**src/rtl/seg7_pkg.sv**
```systemverilog
// seg7_pkg: constants, digit positions and the BCD -> 7-segment helper shared
// by the stopwatch display front end. Segment vectors are {g,f,e,d,c,b,a},
// logical polarity (1 = segment lit).
package seg7_pkg;

    localparam int N_DIG = 6;
    localparam int IDX_W = $clog2(N_DIG);

    typedef logic [IDX_W-1:0] dig_idx_t;
    typedef logic [6:0]       seg_t;

    // Scan order, leftmost digit first; hh.mm.ss separators sit after 1 and 3
    typedef enum logic [IDX_W-1:0] {
        DIG_HR_H  = IDX_W'(0),
        DIG_HR_L  = IDX_W'(1),
        DIG_MIN_H = IDX_W'(2),
        DIG_MIN_L = IDX_W'(3),
        DIG_SEC_H = IDX_W'(4),
        DIG_SEC_L = IDX_W'(5)
    } dig_pos_e;

    localparam dig_idx_t IDX_LAST = IDX_W'(N_DIG - 1);

    localparam seg_t SEG_0    = 7'b0111111;
    localparam seg_t SEG_1    = 7'b0000110;
    localparam seg_t SEG_2    = 7'b1011011;
    localparam seg_t SEG_3    = 7'b1001111;
    localparam seg_t SEG_4    = 7'b1100110;
    localparam seg_t SEG_5    = 7'b1101101;
    localparam seg_t SEG_6    = 7'b1111101;
    localparam seg_t SEG_7    = 7'b0000111;
    localparam seg_t SEG_8    = 7'b1111111;
    localparam seg_t SEG_9    = 7'b1101111;
    localparam seg_t SEG_DASH = 7'b1000000;
    localparam seg_t SEG_OFF  = 7'b0000000;

    // Non-BCD codes (10..15) show a dash so a corrupted counter is visible
    function automatic seg_t bcd_to_seg(input logic [3:0] bcd);
        seg_t s;
        case (bcd)
            4'd0:    s = SEG_0;
            4'd1:    s = SEG_1;
            4'd2:    s = SEG_2;
            4'd3:    s = SEG_3;
            4'd4:    s = SEG_4;
            4'd5:    s = SEG_5;
            4'd6:    s = SEG_6;
            4'd7:    s = SEG_7;
            4'd8:    s = SEG_8;
            4'd9:    s = SEG_9;
            default: s = SEG_DASH;
        endcase
        return s;
    endfunction

endpackage

```
**src/rtl/seg7_scan_display_if.sv**
```systemverilog
// seg7_scan_display_if: digit bus from the stopwatch core plus the scanned
// display pins. master = stopwatch/board side, slave = the scan display.
interface seg7_scan_display_if;
    import seg7_pkg::*;

    logic             en;
    logic [3:0]       hr_h;
    logic [3:0]       hr_l;
    logic [3:0]       min_h;
    logic [3:0]       min_l;
    logic [3:0]       sec_h;
    logic [3:0]       sec_l;
    logic [6:0]       seg;
    logic             dp;
    logic [N_DIG-1:0] dig_sel;
    logic             frame_start;

    modport master (
        output en, hr_h, hr_l, min_h, min_l, sec_h, sec_l,
        input  seg, dp, dig_sel, frame_start
    );

    modport slave (
        input  en, hr_h, hr_l, min_h, min_l, sec_h, sec_l,
        output seg, dp, dig_sel, frame_start
    );

endinterface

```
**src/rtl/seg7_decode.sv**
```systemverilog
// seg7_decode: purely combinational BCD -> segment pattern (logical polarity).
module seg7_decode
    import seg7_pkg::*;
(
    input  logic [3:0] bcd,
    output seg_t       seg
);

    assign seg = bcd_to_seg(bcd);

endmodule

```
**src/rtl/seg7_scan_display.sv**
```systemverilog
// seg7_scan_display: time-multiplexed 6-digit 7-segment driver for the
// stopwatch. Each digit slot is one blank (anti-ghost) cycle followed by
// SCAN_DIV-1 drive cycles. The six digits are snapshotted at the start of
// every frame so a counter update mid-scan never tears the display.
// SCAN_DIV must be at least 2.
// Optional build macro: BLANK_LEAD_ZERO_EN -- blank the hour-tens digit when
// it is zero (the digit still scans, only its segments stay dark).
module seg7_scan_display
    import seg7_pkg::*;
#(
    parameter int SCAN_DIV = 50000,
    parameter bit POL_INV  = 1'b0
) (
    input  logic                 clk,
    input  logic                 rst,
    seg7_scan_display_if.slave   disp
);

    localparam int              PH_W     = $clog2(SCAN_DIV);
    localparam logic [PH_W-1:0] PH_LAST  = PH_W'(SCAN_DIV - 1);
    localparam logic [N_DIG-1:0] SEL_LEFT = {1'b1, {(N_DIG-1){1'b0}}};

    logic [PH_W-1:0]        phase;
    dig_idx_t               idx;
    logic [N_DIG-1:0][3:0]  shadow;
    logic [3:0]             cur_digit;
    seg_t                   dec_seg;
    logic                   snap;
    logic                   lead_blank;

    seg_t                   seg_n;
    logic                   dp_n;
    logic [N_DIG-1:0]       sel_n;
    logic                   fs_n;

    seg_t                   seg_q;
    logic                   dp_q;
    logic [N_DIG-1:0]       sel_q;
    logic                   fs_q;

    // Frame boundary: first (blank) cycle of slot 0 while the display is on
    assign snap = disp.en && (idx == DIG_HR_H) && (phase == '0);

    // Prescaler and digit index; disabling the display parks both at slot 0
    always_ff @(posedge clk) begin
        if (rst || !disp.en) begin
            phase <= '0;
            idx   <= '0;
        end else if (phase == PH_LAST) begin
            phase <= '0;
            idx   <= (idx == IDX_LAST) ? '0 : idx + 1'b1;
        end else begin
            phase <= phase + 1'b1;
        end
    end

    // Capture all six digits once per frame so the whole frame is consistent
    always_ff @(posedge clk) begin
        if (rst) begin
            shadow <= '0;
        end else if (snap) begin
            shadow <= {disp.sec_l, disp.sec_h, disp.min_l,
                       disp.min_h, disp.hr_l,  disp.hr_h};
        end
    end

    // Pick the snapshotted digit belonging to the slot being scanned
    always_comb begin
        cur_digit = 4'd0;
        case (idx)
            DIG_HR_H:  cur_digit = shadow[0];
            DIG_HR_L:  cur_digit = shadow[1];
            DIG_MIN_H: cur_digit = shadow[2];
            DIG_MIN_L: cur_digit = shadow[3];
            DIG_SEC_H: cur_digit = shadow[4];
            DIG_SEC_L: cur_digit = shadow[5];
            default:   cur_digit = 4'd0;
        endcase
    end

    seg7_decode u_decode (
        .bcd (cur_digit),
        .seg (dec_seg)
    );

`ifdef BLANK_LEAD_ZERO_EN
    assign lead_blank = (idx == DIG_HR_H) && (cur_digit == 4'd0);
`else
    assign lead_blank = 1'b0;
`endif

    // Logical next-state of the pins: blank on phase 0, drive the slot otherwise
    always_comb begin
        seg_n = SEG_OFF;
        dp_n  = 1'b0;
        sel_n = '0;
        fs_n  = snap;
        if (disp.en && (phase != '0)) begin
            sel_n = SEL_LEFT >> idx;
            seg_n = lead_blank ? SEG_OFF : dec_seg;
            dp_n  = (idx == DIG_HR_L) || (idx == DIG_MIN_L);
        end
    end

    // Output registers; polarity inversion happens only here at the pins
    always_ff @(posedge clk) begin
        if (rst) begin
            seg_q <= {7{POL_INV}};
            dp_q  <= POL_INV;
            sel_q <= {N_DIG{POL_INV}};
            fs_q  <= 1'b0;
        end else begin
            seg_q <= seg_n ^ {7{POL_INV}};
            dp_q  <= dp_n ^ POL_INV;
            sel_q <= sel_n ^ {N_DIG{POL_INV}};
            fs_q  <= fs_n;
        end
    end

    assign disp.seg         = seg_q;
    assign disp.dp          = dp_q;
    assign disp.dig_sel     = sel_q;
    assign disp.frame_start = fs_q;

endmodule

```
**src/flat_wrapper.sv**
```systemverilog
// flat-port wrapper written by rule: the top's interface ports become plain ports
module seg7_scan_display_flat import seg7_pkg::*;
#(
    parameter int SCAN_DIV = 50000,
    parameter bit POL_INV  = 1'b0
)
  (clk, rst, disp_en, disp_hr_h, disp_hr_l, disp_min_h, disp_min_l, disp_sec_h, disp_sec_l, disp_seg, disp_dp, disp_dig_sel, disp_frame_start);
  seg7_scan_display_if disp_i ();
  input  logic clk;
  input  logic rst;
  input wire logic [$bits(disp_i.en)-1:0] disp_en;
  input wire logic [$bits(disp_i.hr_h)-1:0] disp_hr_h;
  input wire logic [$bits(disp_i.hr_l)-1:0] disp_hr_l;
  input wire logic [$bits(disp_i.min_h)-1:0] disp_min_h;
  input wire logic [$bits(disp_i.min_l)-1:0] disp_min_l;
  input wire logic [$bits(disp_i.sec_h)-1:0] disp_sec_h;
  input wire logic [$bits(disp_i.sec_l)-1:0] disp_sec_l;
  output wire logic [$bits(disp_i.seg)-1:0] disp_seg;
  output wire logic [$bits(disp_i.dp)-1:0] disp_dp;
  output wire logic [$bits(disp_i.dig_sel)-1:0] disp_dig_sel;
  output wire logic [$bits(disp_i.frame_start)-1:0] disp_frame_start;
  assign disp_i.en = disp_en;
  assign disp_i.hr_h = disp_hr_h;
  assign disp_i.hr_l = disp_hr_l;
  assign disp_i.min_h = disp_min_h;
  assign disp_i.min_l = disp_min_l;
  assign disp_i.sec_h = disp_sec_h;
  assign disp_i.sec_l = disp_sec_l;
  assign disp_seg = disp_i.seg;
  assign disp_dp = disp_i.dp;
  assign disp_dig_sel = disp_i.dig_sel;
  assign disp_frame_start = disp_i.frame_start;
  seg7_scan_display #(.SCAN_DIV(SCAN_DIV), .POL_INV(POL_INV)) u_core (.clk(clk), .rst(rst), .disp(disp_i));
endmodule
```
**config.mk**
```make
export PLATFORM = sky130hd
export DESIGN_NAME = seg7_scan_display_flat
export DESIGN_NICKNAME = d
export VERILOG_FILES = /design/src/rtl/seg7_pkg.sv /design/src/rtl/seg7_scan_display_if.sv /design/src/rtl/seg7_decode.sv /design/src/rtl/seg7_scan_display.sv /design/src/flat_wrapper.sv
export SDC_FILE = /design/constraint.sdc
export NUM_CORES = 1
export LEC_CHECK = 0
export ABC_CLOCK_PERIOD_IN_PS = 5300
export CAP_MARGIN = 20
export CORE_UTILIZATION = 50
export CTS_BUF_LIST = sky130_fd_sc_hd__clkbuf_4 sky130_fd_sc_hd__clkbuf_8
export DETAILED_ROUTE_END_ITERATION = 12
export GPL_ROUTABILITY_DRIVEN = 0
export PLACE_DENSITY = 0.76
export RECOVER_POWER = 25
export SLEW_MARGIN = 25
export SYNTH_ARGS = -nofsm -noshare
export SYNTH_HDL_FRONTEND = slang
export SYNTH_SLANG_ARGS = --single-unit
```
**constraint.sdc**
```tcl
create_clock -name clk -period 5.3 [get_ports clk]
set_clock_uncertainty 0.2 [all_clocks]
set_input_delay 1.325 -clock clk [delete_from_list [all_inputs] [get_ports clk]]
set_output_delay 1.325 -clock clk [all_outputs]
set_load 0.02 [all_outputs]
```
Yosys cells after proc, flatten, opt, wreduce, memory -nomap -nowiden
Memory sizes are Yosys's and may differ from the RTL's. A register that Yosys moved wholly into a read port is not among the register bits. Index checks and enable logic that the tools add are counted.

Register bits after elaboration: 51. ROM bits: 112. Output and inout port bits: 15. Memories kept: 1.

Memories: (no name shown) (depth 16, width 7, read ports 1, clocked after Yosys merged registers in 1, write ports 0, RTL line seg7_pkg.sv:40) `case (bcd)`.

Add/sub/neg operators: 2. Eq/ne operators: 6. Shift-type cells: 1. Muxes and demuxes: 2. Bitwise gates (word level): 1. Reduce and logical (&&, ||, !) cells: 11.

Operator list (count): 4-bit one-hot mux with 6 select lines (1); 16-bit by 1-bit adder with 16-bit output (second input constant) (1); 16-bit == test (second input constant) (1); 16-bit logical NOT (1); 16-bit nonzero test (1); 3-bit by 2-bit == test with 1-bit output (second input constant) (2); 3-bit == test (second input constant) (2); 6-bit by 3-bit >> shifter with 6-bit output (first input constant) (1); 2-bit OR reduction (2); 3-bit by 1-bit adder with 3-bit output (second input constant) (1); 3-bit by 1-bit == test with 1-bit output (second input constant) (1); 1-bit logical AND (3); 3-bit logical NOT (1); 3-bit 2-to-1 mux (1); 1-bit logical OR (2); 1-bit logical NOT (1); 1-bit NOT (1).

Logic depth before layout (Yosys ltp)
Gate-level depths: netlist of the first run.

Depth in word-level cells: 4. Mapped depth: 10.

Modules after synthesis
From an unflattened synthesis of the first run, not the netlist that was laid out.

Cell total of the unflattened synthesis: 311. Area total of the unflattened synthesis: 2695.1 µm².

Modules (own cells, without submodules): seg7_scan_display (instances 1, cells each 281, area an instance 2443.6 µm², seq. area each 1161.1 µm²); seg7_decode (instances 1, cells each 30, area an instance 251.5 µm², seq. area each 0.0 µm²).

Worst setup path after synthesis of the first run
No wires, ideal clock.

Kind: register -> register. Start point: register u_core.idx[1]. End point: register u_core.seg_q[6] (netlist: u_core.disp.seg[6]). Arrival time: 2.336 ns. Data required time: 5.030 ns. Slack: 2.693 ns. Stages on the path, launching flop included: 9. Buffers on the path: 1. Period minus slack after synthesis: 2.607 ns. Cells stage by stage: dfxtp_1 buf_2 and2_1 ha_1 a2111oi_2 inv_1 ha_1 mux2_2 a21oi_1.

Word-level cells in the longest chain between the ends: 2. Elaborated cells on any way between the ends: 7. Those cells by class: eq/ne (5); mux (1); reduce/logical (1).

Ends and longest elaborated chain: start: declaration (RTL line seg7_scan_display.sv:24) `dig_idx_t idx;`; start signal: assignment (RTL line seg7_scan_display.sv:51) `idx <= (idx == IDX_LAST) ? '0 : idx + 1'b1;`; 3-bit == test (tied with other cells) (RTL line seg7_scan_display.sv:70) `case (idx)`; 4-bit one-hot mux with 6 select lines * (RTL line seg7_scan_display.sv:70); end: declaration (RTL line seg7_scan_display.sv:36) `seg_t seg_q;`.

Mark *: on every way between the ends. The rest lies on a longest branch, timed or not. A chain may end at the register's enable or synchronous reset.

Worst setup path after layout of the first run
Start point: register u_core.idx[2]. End point: register u_core.seg_q[6] (netlist: u_core.disp.seg[6]).

Same word-level chain as after synthesis.

==> flow_summary.json, run 1 <==
{
  "crit_fanout": 18,
  "yosysTopAreaCell": "dfxtp_1",
  "synthesis.nets": 329,
  "nets": 365,
  "rows": 25,
  "yosys-top-cells-count": "dfxtp_1, nand2_1, a21oi_1",
  "cts_resized": 0,
  "cp.required_ns": 5.35,
  "dp_slack_ns": 1.63,
  "powerDensity_nw_per_um2": 314,
  "multi_input_area_um2": 1270,
  "grt_max_degree": 28,
  "hold_viol": 0,
  "cp_slowest_cell": "a2111oi_2",
  "synth_seq_area_share_pct": 45.6,
  "synthSimpleGateAreaFrac_pct": 24.7,
  "diodes": 0,
  "firstDrtPassIters": 4,
  "grt_pass1_vias": 1904,
  "rsz0062_at_grt": "no",
  "drt_drc_violations_left": 0,
  "cts_hold_buf": 0,
  "hold_path.class": "flip-flop to flip-flop",
  "yosys_warnings": 0,
  "p_leak_nw": 1.25,
  "synth_area_per_cell_um2": 8.69,
  "vias": 2095,
  "synthAdderAreaFrac_pct": 4.42,
  "slew_violations": 0,
  "maxCapViolCount": 0,
  "endpoint_kind": "flip-flop",
  "tightest_slew_ns": 0.962,
  "finalSetupTns_ns": 0,
  "arrival_ns": 3.45,
  "status": "completed",
  "path_common_cell": "ha_1",
  "antenna_found_initial": 0,
  "synth_edf_count": 0,
  "muxShareOfSynthArea_pct": 4.82,
  "area.sequential_um2": 1160,
  "whs_ns": 0.251,
  "synth_area_um2": 2540,
  "clk_latency_ns": 0.33,
  "gr-total-overflow": 0,
  "totalWireLength_um": 5210,
  "clock_sinks": 58,
  "period_share_pct": 64.2,
  "cts_buffers": 9,
  "placed_area_um2": 2970,
  "ys_async_sr_fraction_pct": 0,
  "fmax_ghz": 0.294,
  "io_buffers": 41,
  "die_w_um": 73.3,
  "core_area_um2": 4820,
  "crit_chain": "inv_2 -> ha_1 -> a2111oi_2 -> inv_1 -> ha_1 -> mux2_2 -> a21oi_1",
  "synthMostInstantiatedCell": "dfxtp_1",
  "instances_no_fill": 401,
  "cts_tree": "yes",
  "start_kind": "flip-flop",
  "ir_worst_vdd_mv": 0.235,
  "hpwlAfterDp_um": 3510,
  "layout_setup_ws_ns": 1.90,
  "period_needed_ns": 3.40,
  "synth_compound_area_share_pct": 10.9,
  "drive_gt1_share_pct": 7.78,
  "cts_max_path_buffers": 2,
  "synth_top_family_by_area": "simple AND/OR/NAND/NOR gates",
  "placed_cells": 385,
  "synth-seq-cells": 58,
  "ys_top_cells_by_area": "dfxtp_1, nand2_1, a21oi_1",
  "cts_setup_buffers": 0,
  "syn_inst": 293,
  "viasPerCell": 5.22,
  "grt_use_total_pct": 22.1,
  "critical_path_class": "flip-flop to flip-flop",
  "slew_headroom_pct": 35.7,
  "cts-htree-levels": 3,
  "io_pins": 42,
  "synth-xor-area-share_pct": 5.16,
  "synth_ff_type": "dfxtp_1",
  "routedWlPerCell_um": 13.0,
  "synth.distinct_cells": 44,
  "antenna_left": 0,
  "clock-root-buffer": "clkbuf_8",
  "die_area_um2": 5380,
  "cpPeakStageDelay_ns": 0.89,
  "start_util_pct": 52.8,
  "path_clk_slew_ns": 0.06,
  "first_iter_violations": 83,
  "synth_top_area_share_pct": 45.6,
  "syn2layout_area_growth_pct": 25.7,
  "fin_area_um2": 3200,
  "die_h_um": 73.3,
  "setup_viol": 0,
  "nFillCells": 429,
  "grt_pass1_wl_um": 8830
}
## critical path, delay by kind of cell, from the launching register on
| family | cells | cell delay (ns) |
|---|---|---|
| buffers and inverters | 2 | 0.39 |
| DFF | 1 | 0.83 |
| AOI/OAI and AO/OA | 2 | 1.02 |
| muxes | 1 | 0.27 |
| adders and majority gates | 2 | 0.61 |
## sequential cells by signal, summed over array words and instances, names as in the netlist
name and cells:
u_core.shadow 24, u_core.phase 16, u_core.disp.seg 7, u_core.disp.dig_sel 6, u_core.idx 3, u_core.disp.dp 1
u_core.disp.frame_start 1
## power breakdown
part / switching (mW) / total [mW] / internal (mW) / leakage (nW)
sequential: 0.00712 / 0.458 / 0.450 / 0.472
combinational: 0.0426 / 0.0822 / 0.0396 / 0.657
clock: 0.169 / 0.465 / 0.296 / 0.120
## layer usage
| layer | part of all wire [%] | routed length [µm] | vias to the layer above | global-route usage [%] |
|---|---|---|---|---|
| met3 | 3.7 | 195 | 12 | 4.80 |
| met5 | 0 | 0 | - | 0 |
| met2 | 46 | 2370 | 56 | 34.8 |
| met4 | 2.3 | 122 | 0 | 12.2 |
| met1 | 48 | 2520 | 954 | 28.1 |
| li1 | - | - | 1073 | - |
## logic make-up after synthesis
group           Yosys count
xor+xnor                 15
fa+ha+maj                 9
simple gates            130
compound gates           44
flops                    58
mux                      12
buf+inv                  25
## per-stage QoR
step / power [mW] / util, %
CTS: 1.01 / 66.4
global route: 1.04 / 66.4
detailed placement: 0.550 / 61.6
floorplan: 0.515 / -
global placement: 0.548 / 61.6
finish: 1.00 / 66.4
## placed cells by master, fill, tap and decap left out, types with 2 or more instances in the layout
cell type | synthesis | layout
dfxtp_1 | 58 | 58
nand2_1 | 57 | 57
a21oi_1 | 28 | 28
clkdlybuf4s50_1 | 0 | 25
nor2_1 | 24 | 24
dlygate4sd3_1 | 0 | 16
xor2_1 | 12 | 12
clkbuf_8 | 0 | 11
mux2i_1 | 10 | 10
ha_1 | 9 | 9
nand3_1 | 8 | 8
inv_1 | 7 | 7
nor3_1 | 5 | 5
and3_1 | 5 | 5
nand2b_1 | 4 | 4
o21ai_0 | 4 | 4
nor4b_1 | 4 | 4
nor4_1 | 4 | 4
nand4_1 | 4 | 4
o32ai_1 | 4 | 4
nand3b_1 | 3 | 3
xnor2_1 | 3 | 3
and4_1 | 2 | 2
nor2b_1 | 2 | 2
mux2_2 | 2 | 2
bufinv_16 | 0 | 2
## layout make-up
cell class	count	area share (%)
inverter	8	0.939
sequential	58	36.3
clock buffer	12	4.97
tap	67	2.62
timing repair buffer	42	13.1
clock inverter	4	2.31
multi-input combinational	210	39.8
## worst paths after layout
kind	from	cells past startpoint	to	slack [ns]
worst max-delay path	u_core.idx[2]	7	u_core.disp.seg[6]	1.90
worst min register to register	u_core.shadow[16]	2	u_core.shadow[16]	0.25
worst max register to register	u_core.idx[2]	7	u_core.disp.seg[6]	1.90
worst min-delay path	u_core.shadow[16]	2	u_core.shadow[16]	0.25
Power figures use the tool's default switching activity.
==> run 2, diff against run 1 <==
--- a/config.mk
+++ b/config.mk
@@ -5,13 +5,13 @@
 export SDC_FILE = /design/constraint.sdc
 export NUM_CORES = 1
 export LEC_CHECK = 0
-export ABC_CLOCK_PERIOD_IN_PS = 5300
+export ABC_CLOCK_PERIOD_IN_PS = 3100
 export CAP_MARGIN = 20
-export CORE_UTILIZATION = 50
+export CORE_UTILIZATION = 49
 export CTS_BUF_LIST = sky130_fd_sc_hd__clkbuf_4 sky130_fd_sc_hd__clkbuf_8
 export DETAILED_ROUTE_END_ITERATION = 12
 export GPL_ROUTABILITY_DRIVEN = 0
-export PLACE_DENSITY = 0.76
+export PLACE_DENSITY = 0.77
 export RECOVER_POWER = 25
 export SLEW_MARGIN = 25
 export SYNTH_ARGS = -nofsm -noshare
==> constraint.sdc (replaced) <==
create_clock -name clk -period 3.1 [get_ports clk]
set_clock_uncertainty 0.2 [all_clocks]
set_input_delay 0.775 -clock clk [delete_from_list [all_inputs] [get_ports clk]]
set_output_delay 0.775 -clock clk [all_outputs]
set_load 0.02 [all_outputs]
==> flow_summary.json, run 2 (same netlist as run 1, synthesis figures left out) <==
{
  "rr_endpoint": "u_core.disp.seg[1]",
  "regMostFlops": "u_core.shadow",
  "routedWlPerCell_um": 13.5,
  "cts-htree-levels": 3,
  "cpPeakStageDelay_ns": 0.52,
  "drt_drc_violations_left": 0,
  "start_kind": "flip-flop",
  "cts_tree": "yes",
  "finalSetupTns_ns": 0,
  "nFillCells": 410,
  "hold_viol": 0,
  "clock-root-buffer": "clkbuf_8",
  "p_sw_uw": 401,
  "hpwlAfterDp_um": 3710,
  "placed_cells": 391,
  "start_util_pct": 52.5,
  "utilization_pct": 65.7,
  "cts_max_path_buffers": 2,
  "r2r_start": "u_core.idx[2]",
  "die_h_um": 74.1,
  "clock_sinks": 58,
  "powerDensity_nw_per_um2": 488,
  "tightest_slew_ns": 1.13,
  "nets": 371,
  "power_frac_comb_pct": 9.5,
  "crit_chain": "buf_4 -> mux2i_1 -> o21ai_0 -> a221oi_1 -> buf_4 -> inv_1 -> ha_1 -> o21ai_0 -> a21oi_1",
  "met2WireLength_um": 2480,
  "layout_common_cells": "dfxtp_1, nand2_1, clkdlybuf4s50_1",
  "period_share_pct": 82.6,
  "io_buffers": 41,
  "cts_buffers": 9,
  "rows": 25,
  "hold_path.class": "flip-flop to flip-flop",
  "gr-total-overflow": 0,
  "reg2reg_slack_ns": 0.54,
  "rsz0062_at_grt": "no",
  "intPower_mw": 1.15,
  "slew_violations": 0,
  "maxCapViolCount": 0,
  "grt_pass1_wl_um": 8960,
  "ir_worst_vdd_mv": 0.320,
  "grt_max_degree": 27,
  "first_iter_violations": 83,
  "syn2layout_area_growth_pct": 25.2,
  "antenna_found_initial": 0,
  "status": "completed",
  "vias": 2136,
  "clk_latency_ns": 0.34,
  "viasPerCell": 5.25,
  "worstHoldStart": "u_core.shadow[16]",
  "swShare_pct": 25.8,
  "die_w_um": 74.1,
  "seqPwrFrac_pct": 50.4,
  "cp.required_ns": 3.11,
  "cp_slowest_cell": "dfxtp_1",
  "endpoint_kind": "flip-flop",
  "crit_fanout": 10,
  "cts_resized": 0,
  "drive_gt1_share_pct": 9.12,
  "path_clk_slew_ns": 0.07,
  "antenna_left": 0,
  "core_area_um2": 4850,
  "die_area_um2": 5490,
  "grt_pass1_vias": 1942,
  "setup_viol": 0,
  "slew_headroom_pct": 24.8,
  "power_mw": 1.56,
  "p_leak_nw": 1.19,
  "cts_hold_buf": 0,
  "diodes": 0,
  "cts_setup_buffers": 0,
  "layout_commonest_cell": "dfxtp_1",
  "grt_use_total_pct": 22.3,
  "min_path_cells": 2,
  "drt-met1-wl_um": 2640,
  "io_pins": 42,
  "firstDrtPassIters": 4,
  "critical_path_class": "flip-flop to flip-flop",
  "period_needed_ns": 2.56,
  "wl_met3_um": 242,
  "arrival_ns": 2.57,
  "instances_no_fill": 407,
  "min_to": "u_core.shadow[16]",
  "largest_reg_flops": 24,
  "rr_worst_depth": 9,
  "fmax_ghz": 0.391,
  "totalWireLength_um": 5480,
  "highest-signal-layer": "met4",
  "pwr-share-clk_pct": 40.1
}
-- run 2: cell count changes in the layout (fill, tap and decap cells not counted), moves of 2 or more --
cell	before	now
dlygate4sd3_1	16	1
clkdlybuf4s50_1	25	40
bufinv_16	2	0
buf_4	1	6
clkinvlp_4	0	3
-- run 2: how the worst max path moves through the flow --
stage                  start                 end  slack (ns)
3_3_place_gp         disp_en  u_core.disp.seg[4]        0.59
4_1_cts        u_core.idx[2]  u_core.disp.seg[1]        0.55
5_1_grt        u_core.idx[1]  u_core.disp.seg[3]        0.38
3_5_place_dp   u_core.idx[2]  u_core.disp.seg[1]        0.56
6_report       u_core.idx[2]  u_core.disp.seg[1]        0.54
2_1_floorplan  u_core.idx[1]  u_core.disp.seg[6]        0.49
-- run 2: power by group through the flow --
stage          clock (mW)  combinational, mW  sequential, mW
2_1_floorplan           0             0.0792           0.801
3_3_place_gp            0              0.144           0.801
3_5_place_dp            0              0.148           0.801
4_1_cts             0.627              0.149           0.784
5_1_grt             0.657              0.165           0.786
6_report            0.623              0.148           0.784
-- run 2: metrics by stage --
stage                     cell area [µm²]  hold WS (ns)  worst slack [ns]
after floorplan                      2540         0.228             0.493
after global placement               3010         0.243             0.588
after detailed placement             3010         0.245             0.565
after CTS                            3190         0.255             0.546
after global routing                 3190         0.269             0.382
final                                3190         0.254             0.540
-- run 2: per-layer routing --
| layer | vias to the layer above | track usage [%] |
|---|---|---|
| met2 | 69 | 34.6 |
| met3 | 9 | 5.28 |
| li1 | 1090 | - |
| met1 | 968 | 28.5 |
| met5 | - | 0 |
| met4 | 0 | 12.2 |
-- run 2: final cells by class --
type	instances	area, µm²	share of cell area (%)
tap	67	83.8	2.63
timing repair buffer	48	459	14.4
inverter	8	30.0	0.943
clock inverter	6	41.3	1.30
multi-input combinational	210	1270	39.9
sequential	58	1160	36.4
clock buffer	10	138	4.32
-- run 2: critical path, delay by kind of cell, from the launching register on --
family	cells	cell delay (ns)
compound gates	4	0.68
flops	1	0.52
buf+inv	3	0.51
mux	1	0.19
fa+ha+maj	1	0.31
